--- config.mk ---
export PLATFORM = sky130hd
export DESIGN_NAME = fb_responder_flat
export DESIGN_NICKNAME = d
export VERILOG_FILES = /design/src/rtl/fb_responder_if.sv /design/src/rtl/fb_responder.sv /design/src/flat_wrapper.sv
export SDC_FILE = /design/constraint.sdc
export NUM_CORES = 1
export LEC_CHECK = 0
export CORE_ASPECT_RATIO = 0.6
export CORE_MARGIN = 5
export CORE_UTILIZATION = 39
export CTS_BUF_LIST = sky130_fd_sc_hd__clkbuf_16
export DETAILED_ROUTE_END_ITERATION = 16
export PLACE_DENSITY_LB_ADDON = 0.05
export SLEW_MARGIN = 20
export SYNTH_ARGS = -nofsm -noshare
export SYNTH_HDL_FRONTEND = slang
export SYNTH_SLANG_ARGS = --single-unit
--- constraint.sdc ---
create_clock -name sys_clk -period 1.9 [get_ports sys_clk]
set_input_delay 0.19 -clock sys_clk [delete_from_list [all_inputs] [get_ports sys_clk]]
set_output_delay 0.19 -clock sys_clk [all_outputs]
set_load 0.02 [all_outputs]
--- src/rtl/fb_responder_if.sv ---
// Frame-buffer responder bus: VGA prefetch port, CPU port and single-port video RAM port.
// Latency: none, wiring only.
// Backpressure: each requester holds its *_access until the matching one-cycle *_ack.
interface fb_responder_if;
   logic [15:0] fb_address;
   logic        fb_access;
   logic        fb_ack;
   logic [15:0] fb_data;
   logic [15:0] cpu_address;
   logic        cpu_access;
   logic        cpu_wr_en;
   logic [1:0]  cpu_bytesel;
   logic [15:0] cpu_wr_data;
   logic        cpu_ack;
   logic [15:0] cpu_data;
   logic [15:0] ram_address;
   logic        ram_wr_en;
   logic [1:0]  ram_bytesel;
   logic [15:0] ram_wr_data;
   logic [15:0] ram_rd_data;

   // Responder side
   modport slave (
      input  fb_address, fb_access, cpu_address, cpu_access, cpu_wr_en,
             cpu_bytesel, cpu_wr_data, ram_rd_data,
      output fb_ack, fb_data, cpu_ack, cpu_data,
             ram_address, ram_wr_en, ram_bytesel, ram_wr_data
   );

   // Requester / RAM side
   modport master (
      output fb_address, fb_access, cpu_address, cpu_access, cpu_wr_en,
             cpu_bytesel, cpu_wr_data, ram_rd_data,
      input  fb_ack, fb_data, cpu_ack, cpu_data,
             ram_address, ram_wr_en, ram_bytesel, ram_wr_data
   );
endinterface

--- src/rtl/fb_responder.sv ---
// Arbitrates VGA prefetch reads and CPU reads/writes onto one single-port video RAM.
// Latency: read ack READ_LATENCY+1 cycles after acceptance, write ack 2 cycles after acceptance.
// Backpressure: one transaction at a time; requests wait until IDLE, VGA wins ties.
// Optional feature: define FB_FAIR_ARB_EN to force a CPU grant after STARVE_LIMIT VGA grants.
module fb_responder #(
   parameter int READ_LATENCY = 2,
   parameter int STARVE_LIMIT = 8
) (
   input  logic          sys_clk,
   input  logic          reset,
   fb_responder_if.slave bus
);

   typedef enum logic [1:0] {IDLE, READ_WAIT, WRITE, ACK} state_t;

   localparam logic [1:0] WAIT_LAST = 2'(READ_LATENCY - 1);

   // Reject latencies the 2-bit wait counter cannot represent
   if (READ_LATENCY < 1 || READ_LATENCY > 4 || STARVE_LIMIT < 1) begin : g_bad_params
      $error("fb_responder: READ_LATENCY must be 1..4 and STARVE_LIMIT >= 1");
   end

   state_t      r_state, w_state_nxt;
   logic [1:0]  r_wait_cnt, w_wait_cnt_nxt;
   logic        r_is_cpu, w_is_cpu_nxt;
   logic        r_fb_ack, w_fb_ack_nxt;
   logic [15:0] r_fb_data, w_fb_data_nxt;
   logic        r_cpu_ack, w_cpu_ack_nxt;
   logic [15:0] r_cpu_data, w_cpu_data_nxt;
   logic [15:0] r_ram_address, w_ram_address_nxt;
   logic        r_ram_wr_en, w_ram_wr_en_nxt;
   logic [1:0]  r_ram_bytesel, w_ram_bytesel_nxt;
   logic [15:0] r_ram_wr_data, w_ram_wr_data_nxt;

   logic w_idle;
   logic w_starved;
   logic w_grant_vga;
   logic w_grant_cpu;

   assign w_idle      = (r_state == IDLE);
   // A starved CPU takes the slot even when VGA is also asking
   assign w_grant_vga = bus.fb_access && !(bus.cpu_access && w_starved);
   assign w_grant_cpu = bus.cpu_access && !w_grant_vga;

`ifdef FB_FAIR_ARB_EN
   localparam int STARVE_W = $clog2(STARVE_LIMIT + 1);

   logic [STARVE_W-1:0] r_starve_cnt, w_starve_cnt_nxt;

   assign w_starved = (r_starve_cnt >= STARVE_W'(STARVE_LIMIT));

   // Count VGA grants taken while the CPU waits; any CPU grant or idle CPU clears it
   always_comb begin
      w_starve_cnt_nxt = r_starve_cnt;
      if (!bus.cpu_access || (w_idle && w_grant_cpu)) begin
         w_starve_cnt_nxt = '0;
      end else if (w_idle && w_grant_vga && !w_starved) begin
         w_starve_cnt_nxt = r_starve_cnt + 1'b1;
      end
   end

   // Starvation counter register
   always_ff @(posedge sys_clk) begin
      if (reset) r_starve_cnt <= '0;
      else       r_starve_cnt <= w_starve_cnt_nxt;
   end
`else
   assign w_starved = 1'b0;
`endif

   // Next state and next registered outputs; data outputs default to 0 so they only carry data with ack
   always_comb begin
      w_state_nxt       = r_state;
      w_wait_cnt_nxt    = '0;
      w_is_cpu_nxt      = r_is_cpu;
      w_fb_ack_nxt      = 1'b0;
      w_fb_data_nxt     = '0;
      w_cpu_ack_nxt     = 1'b0;
      w_cpu_data_nxt    = '0;
      w_ram_address_nxt = r_ram_address;
      w_ram_wr_en_nxt   = 1'b0;
      w_ram_bytesel_nxt = r_ram_bytesel;
      w_ram_wr_data_nxt = r_ram_wr_data;
      case (r_state)
         IDLE: begin
            if (w_grant_vga) begin
               w_is_cpu_nxt      = 1'b0;
               w_ram_address_nxt = bus.fb_address;
               w_state_nxt       = READ_WAIT;
            end else if (w_grant_cpu) begin
               w_is_cpu_nxt      = 1'b1;
               w_ram_address_nxt = bus.cpu_address;
               w_ram_bytesel_nxt = bus.cpu_bytesel;
               w_ram_wr_data_nxt = bus.cpu_wr_data;
               if (bus.cpu_wr_en) begin
                  w_ram_wr_en_nxt = 1'b1;
                  w_state_nxt     = WRITE;
               end else begin
                  w_state_nxt     = READ_WAIT;
               end
            end
         end
         READ_WAIT: begin
            if (r_wait_cnt == WAIT_LAST) begin
               w_state_nxt = ACK;
               if (r_is_cpu) begin
                  w_cpu_ack_nxt  = 1'b1;
                  w_cpu_data_nxt = bus.ram_rd_data;
               end else begin
                  w_fb_ack_nxt   = 1'b1;
                  w_fb_data_nxt  = bus.ram_rd_data;
               end
            end else begin
               w_wait_cnt_nxt = r_wait_cnt + 2'd1;
            end
         end
         WRITE: begin
            w_cpu_ack_nxt = 1'b1;
            w_state_nxt   = ACK;
         end
         ACK: begin
            w_state_nxt = IDLE;
         end
         default: begin
            w_state_nxt = IDLE;
         end
      endcase
   end

   // State and output registers
   always_ff @(posedge sys_clk) begin
      if (reset) begin
         r_state       <= IDLE;
         r_wait_cnt    <= '0;
         r_is_cpu      <= 1'b0;
         r_fb_ack      <= 1'b0;
         r_fb_data     <= '0;
         r_cpu_ack     <= 1'b0;
         r_cpu_data    <= '0;
         r_ram_address <= '0;
         r_ram_wr_en   <= 1'b0;
         r_ram_bytesel <= '0;
         r_ram_wr_data <= '0;
      end else begin
         r_state       <= w_state_nxt;
         r_wait_cnt    <= w_wait_cnt_nxt;
         r_is_cpu      <= w_is_cpu_nxt;
         r_fb_ack      <= w_fb_ack_nxt;
         r_fb_data     <= w_fb_data_nxt;
         r_cpu_ack     <= w_cpu_ack_nxt;
         r_cpu_data    <= w_cpu_data_nxt;
         r_ram_address <= w_ram_address_nxt;
         r_ram_wr_en   <= w_ram_wr_en_nxt;
         r_ram_bytesel <= w_ram_bytesel_nxt;
         r_ram_wr_data <= w_ram_wr_data_nxt;
      end
   end

   assign bus.fb_ack      = r_fb_ack;
   assign bus.fb_data     = r_fb_data;
   assign bus.cpu_ack     = r_cpu_ack;
   assign bus.cpu_data    = r_cpu_data;
   assign bus.ram_address = r_ram_address;
   assign bus.ram_wr_en   = r_ram_wr_en;
   assign bus.ram_bytesel = r_ram_bytesel;
   assign bus.ram_wr_data = r_ram_wr_data;

endmodule
--- src/flat_wrapper.sv ---
// flat-port wrapper written by rule: the top's interface ports become plain ports
module fb_responder_flat 
#(
   parameter int READ_LATENCY = 2,
   parameter int STARVE_LIMIT = 8
)
  (sys_clk, reset, bus_fb_address, bus_fb_access, bus_cpu_address, bus_cpu_access, bus_cpu_wr_en, bus_cpu_bytesel, bus_cpu_wr_data, bus_ram_rd_data, bus_fb_ack, bus_fb_data, bus_cpu_ack, bus_cpu_data, bus_ram_address, bus_ram_wr_en, bus_ram_bytesel, bus_ram_wr_data);
  fb_responder_if bus_i ();
  input  logic sys_clk;
  input  logic reset;
  input wire logic [$bits(bus_i.fb_address)-1:0] bus_fb_address;
  input wire logic [$bits(bus_i.fb_access)-1:0] bus_fb_access;
  input wire logic [$bits(bus_i.cpu_address)-1:0] bus_cpu_address;
  input wire logic [$bits(bus_i.cpu_access)-1:0] bus_cpu_access;
  input wire logic [$bits(bus_i.cpu_wr_en)-1:0] bus_cpu_wr_en;
  input wire logic [$bits(bus_i.cpu_bytesel)-1:0] bus_cpu_bytesel;
  input wire logic [$bits(bus_i.cpu_wr_data)-1:0] bus_cpu_wr_data;
  input wire logic [$bits(bus_i.ram_rd_data)-1:0] bus_ram_rd_data;
  output wire logic [$bits(bus_i.fb_ack)-1:0] bus_fb_ack;
  output wire logic [$bits(bus_i.fb_data)-1:0] bus_fb_data;
  output wire logic [$bits(bus_i.cpu_ack)-1:0] bus_cpu_ack;
  output wire logic [$bits(bus_i.cpu_data)-1:0] bus_cpu_data;
  output wire logic [$bits(bus_i.ram_address)-1:0] bus_ram_address;
  output wire logic [$bits(bus_i.ram_wr_en)-1:0] bus_ram_wr_en;
  output wire logic [$bits(bus_i.ram_bytesel)-1:0] bus_ram_bytesel;
  output wire logic [$bits(bus_i.ram_wr_data)-1:0] bus_ram_wr_data;
  assign bus_i.fb_address = bus_fb_address;
  assign bus_i.fb_access = bus_fb_access;
  assign bus_i.cpu_address = bus_cpu_address;
  assign bus_i.cpu_access = bus_cpu_access;
  assign bus_i.cpu_wr_en = bus_cpu_wr_en;
  assign bus_i.cpu_bytesel = bus_cpu_bytesel;
  assign bus_i.cpu_wr_data = bus_cpu_wr_data;
  assign bus_i.ram_rd_data = bus_ram_rd_data;
  assign bus_fb_ack = bus_i.fb_ack;
  assign bus_fb_data = bus_i.fb_data;
  assign bus_cpu_ack = bus_i.cpu_ack;
  assign bus_cpu_data = bus_i.cpu_data;
  assign bus_ram_address = bus_i.ram_address;
  assign bus_ram_wr_en = bus_i.ram_wr_en;
  assign bus_ram_bytesel = bus_i.ram_bytesel;
  assign bus_ram_wr_data = bus_i.ram_wr_data;
  fb_responder #(.READ_LATENCY(READ_LATENCY), .STARVE_LIMIT(STARVE_LIMIT)) u_core (.sys_clk(sys_clk), .reset(reset), .bus(bus_i));
endmodule
==> impl_metrics.toml, run 1 <==
[status]
outcome = "completed"

[power_and_ir_drop]
pwr-share-clk_pct = 33.0
sw_frac_of_total_pct = 29.6
ir_worst_vdd_v = 0.000533
power_uw = 4950
power_density_nw_per_um2 = 1140
power.leakage_uw = 0.00170
power_frac_comb_pct = 29.4
intPower_uw = 3480
seqPwrFrac_pct = 37.6
power_switching_uw = 1470

[finish]
diodes = 0
fin_nets = 472
final_core_utilization_pct = 66.4
design_area_sq_um = 4360
syn_to_final_growth_pct = 68.0
fillers = 545
drive_gt1_share_pct = 6.22

[timing]
worstMarginPinSlew_ps = 623
setup_viol_count_final = 0
setup_tns_ps = 0
slew_viol_final = 0
relSlewSlack_pct = 58.5
timing.fmax_ghz = 0.609
rsz0062_at_grt = "false"
skew_ps = 8.66
hold_viol_final = 0
holdWs_ps = 421
fin_crit_ps = 1640
period_share_pct = 86.4

[synth]
synth_top_area_share_pct = 57.1
synthesis.nets = 331
synth.most_common_cell = "dfxtp_1"
synth-async-reset-ratio_pct = 0
synth_ff_type = "dfxtp_1"
synth_cells = 256
ys_top_cells_by_area = "dfxtp_1 57%, and2_1 7.7%, mux2i_1 6.2%"
ys_seq_area_share_pct = 57.1
yosysTopAreaCell = "dfxtp_1"
synth.cell_area_sq_um = 2590
ys_warn_count = 0
ys_seq_elements = 74
avgSynthCellArea_sq_um = 10.1
synthTopCellsByCount = "74 x dfxtp_1, 36 x nand2_1, 32 x and2_1"
synth_edf_count = 0
yosysUniqueCellTypes = 28

[placement]
gp_congestion = 0.777
portBuffers = 139
dpl_cell_area_sq_um = 4060
hpwl_mm = 4.74

[route]
first_pass_iters = 4
drtIter0Drc = 83
num_vias = 2193
wl_per_cell_microns = 13.2
antenna_left = 0
drc = 0
wl_mm = 6.44
viasPerCell = 4.48

[floorplan]
die_h_microns = 73.2
start_util_pct = 39.5
ioPinCount = 140
core_sq_um = 6560
rows = 23
die_area_sq_um = 8440
die_w_microns = 115

[global_routing]
grt_start_max_net_pins = 41
grt_pass1_wl_mm = 10.3
grt_pass1_vias = 2137
groute.usage.overall_pct = 15.6
antenna_found_initial = 0
grt_overflow = 0

[hold_path]
min_path_cells = 3
holdCritPathClass = "in -> reg"

[job]
max_cap_violations = 0

[critical_path]
required_ps = 2150
worst_path_max_delay_cell = "and3b_1"
path_cells = "inv_1 > ha_1 > and3b_1 > nand2_1 > a21oi_1"
crit_arrival_ps = 1890
end_kind = "flop"
crit_fanout = 18
critPathKind = "reg -> reg"
cp_slowest_stage_delay_ps = 600
reg2regPathDepth = 5
crit_path_start_kind = "flop"

[clocking]
cts_root_buffer = "clkbuf_16"
cts_tree = "built"
path_clk_slew_ps = 60
clkSinkCount = 74
post_cts_resized = 0
postCtsSetupBuffers = 0
hold_buffers = 0
clkLatencyLatePin_ps = 320
cts_buffer_depth = 2
numCtsBuffers = 9
htree_levels = 3
## metal layers
layer | GRT usage (%) | share of wire [%] | wire (microns) | vias up
met4 | 4.30 | 0.62 | 40 | 0
met1 | 19.7 | 45 | 2870 | 959
met2 | 23.5 | 43 | 2800 | 88
li1 | - | - | - | 1139
met3 | 7.95 | 11 | 724 | 7
met5 | 0 | 0 | 0 | -
## power groups by stage
stage               sequential [uW]  clock [uW]  combinational (uW)
global route                   1890        1760                1590
floorplan                      2100           0                 631
global placement               1880           0                1450
CTS                            1860        1690                1480
finish                         1860        1630                1460
detailed placement             1890           0                1470
## logic make-up (layout without fill, tap and decap cells)
group / count (synthesis) / count (layout) / synth area share [%]
buf+inv: 19 / 165 / 4.00
simple gates: 101 / 101 / 20.0
flops: 74 / 74 / 57.1
mux: 16 / 16 / 6.17
fa+ha+maj: 4 / 4 / 1.93
compound gates: 42 / 42 / 10.8
## worst paths after layout
check / startpoint / to / slack (ps)
max: u_core.r_state[1] / u_core.bus.ram_bytesel[0] / 260
min: bus_cpu_wr_data[6] / u_core.bus.ram_wr_data[6] / 420
min reg2reg: u_core.r_wait_cnt[0] / u_core.r_wait_cnt[0] / 440
max reg2reg: u_core.r_state[1] / u_core.bus.ram_bytesel[0] / 260
## layout by cell type (no fill, tap or decap)
cell type / n
or2_1: 1
clkinvlp_4: 1
clkinv_2: 2
clkbuf_16: 9
inv_1: 5
a2111oi_2: 1
dfxtp_1: 74
bufinv_16: 1
nor2b_1: 3
buf_12: 1
nand4b_1: 1
buf_4: 5
nor2_1: 19
and3b_1: 2
nand2_1: 36
clkdlybuf4s50_1: 139
and2_1: 32
o41ai_2: 1
nor3_1: 2
a21oi_1: 19
and4b_1: 1
inv_6: 1
o21ai_0: 2
ha_1: 4
nor3b_2: 1
o21a_1: 2
nand3b_1: 1
mux2i_1: 16
clkinv_4: 1
nand2b_4: 1
a211oi_1: 17
nor3b_1: 1
## cell type report
class | count | area, sq um | area share, %
sequential | 74 | 1480 | 34.0
timing repair buffer | 145 | 1450 | 33.3
multi-input combinational | 163 | 1010 | 23.1
clock buffer | 9 | 225 | 5.17
tap | 87 | 109 | 2.50
clock inverter | 7 | 68.8 | 1.58
inverter | 4 | 15.0 | 0.345
## critical path: cells and delay by family (launching register included)
kind,cells,cell delay (ps)
compound gates,1,130
fa+ha+maj,1,290
buf+inv,1,100
flops,1,310
simple gates,2,740
## through the flow
stage	setup WS (ps)	cells
detailed placement	164	473
CTS	247	489
global route	98.7	489
finish	257	489
floorplan	442	256
global placement	210	473
## registers in the layout (all words and copies together), names as in the netlist
name                    cells
u_core.bus.cpu_ack          1
u_core.bus.cpu_data        16
u_core.bus.fb_ack           1
u_core.bus.fb_data         16
u_core.bus.ram_address     16
u_core.bus.ram_bytesel      2
u_core.bus.ram_wr_data     16
u_core.bus.ram_wr_en        1
u_core.r_is_cpu             1
u_core.r_state              2
u_core.r_wait_cnt           2
No activity file was read; power rests on OpenSTA's default activity.
==> run 2, diff against run 1 <==
CAP_MARGIN = 20   (was unset)
==> results of run 2 <==
The final DEF is identical to that of run 1; final timing and power are the same.
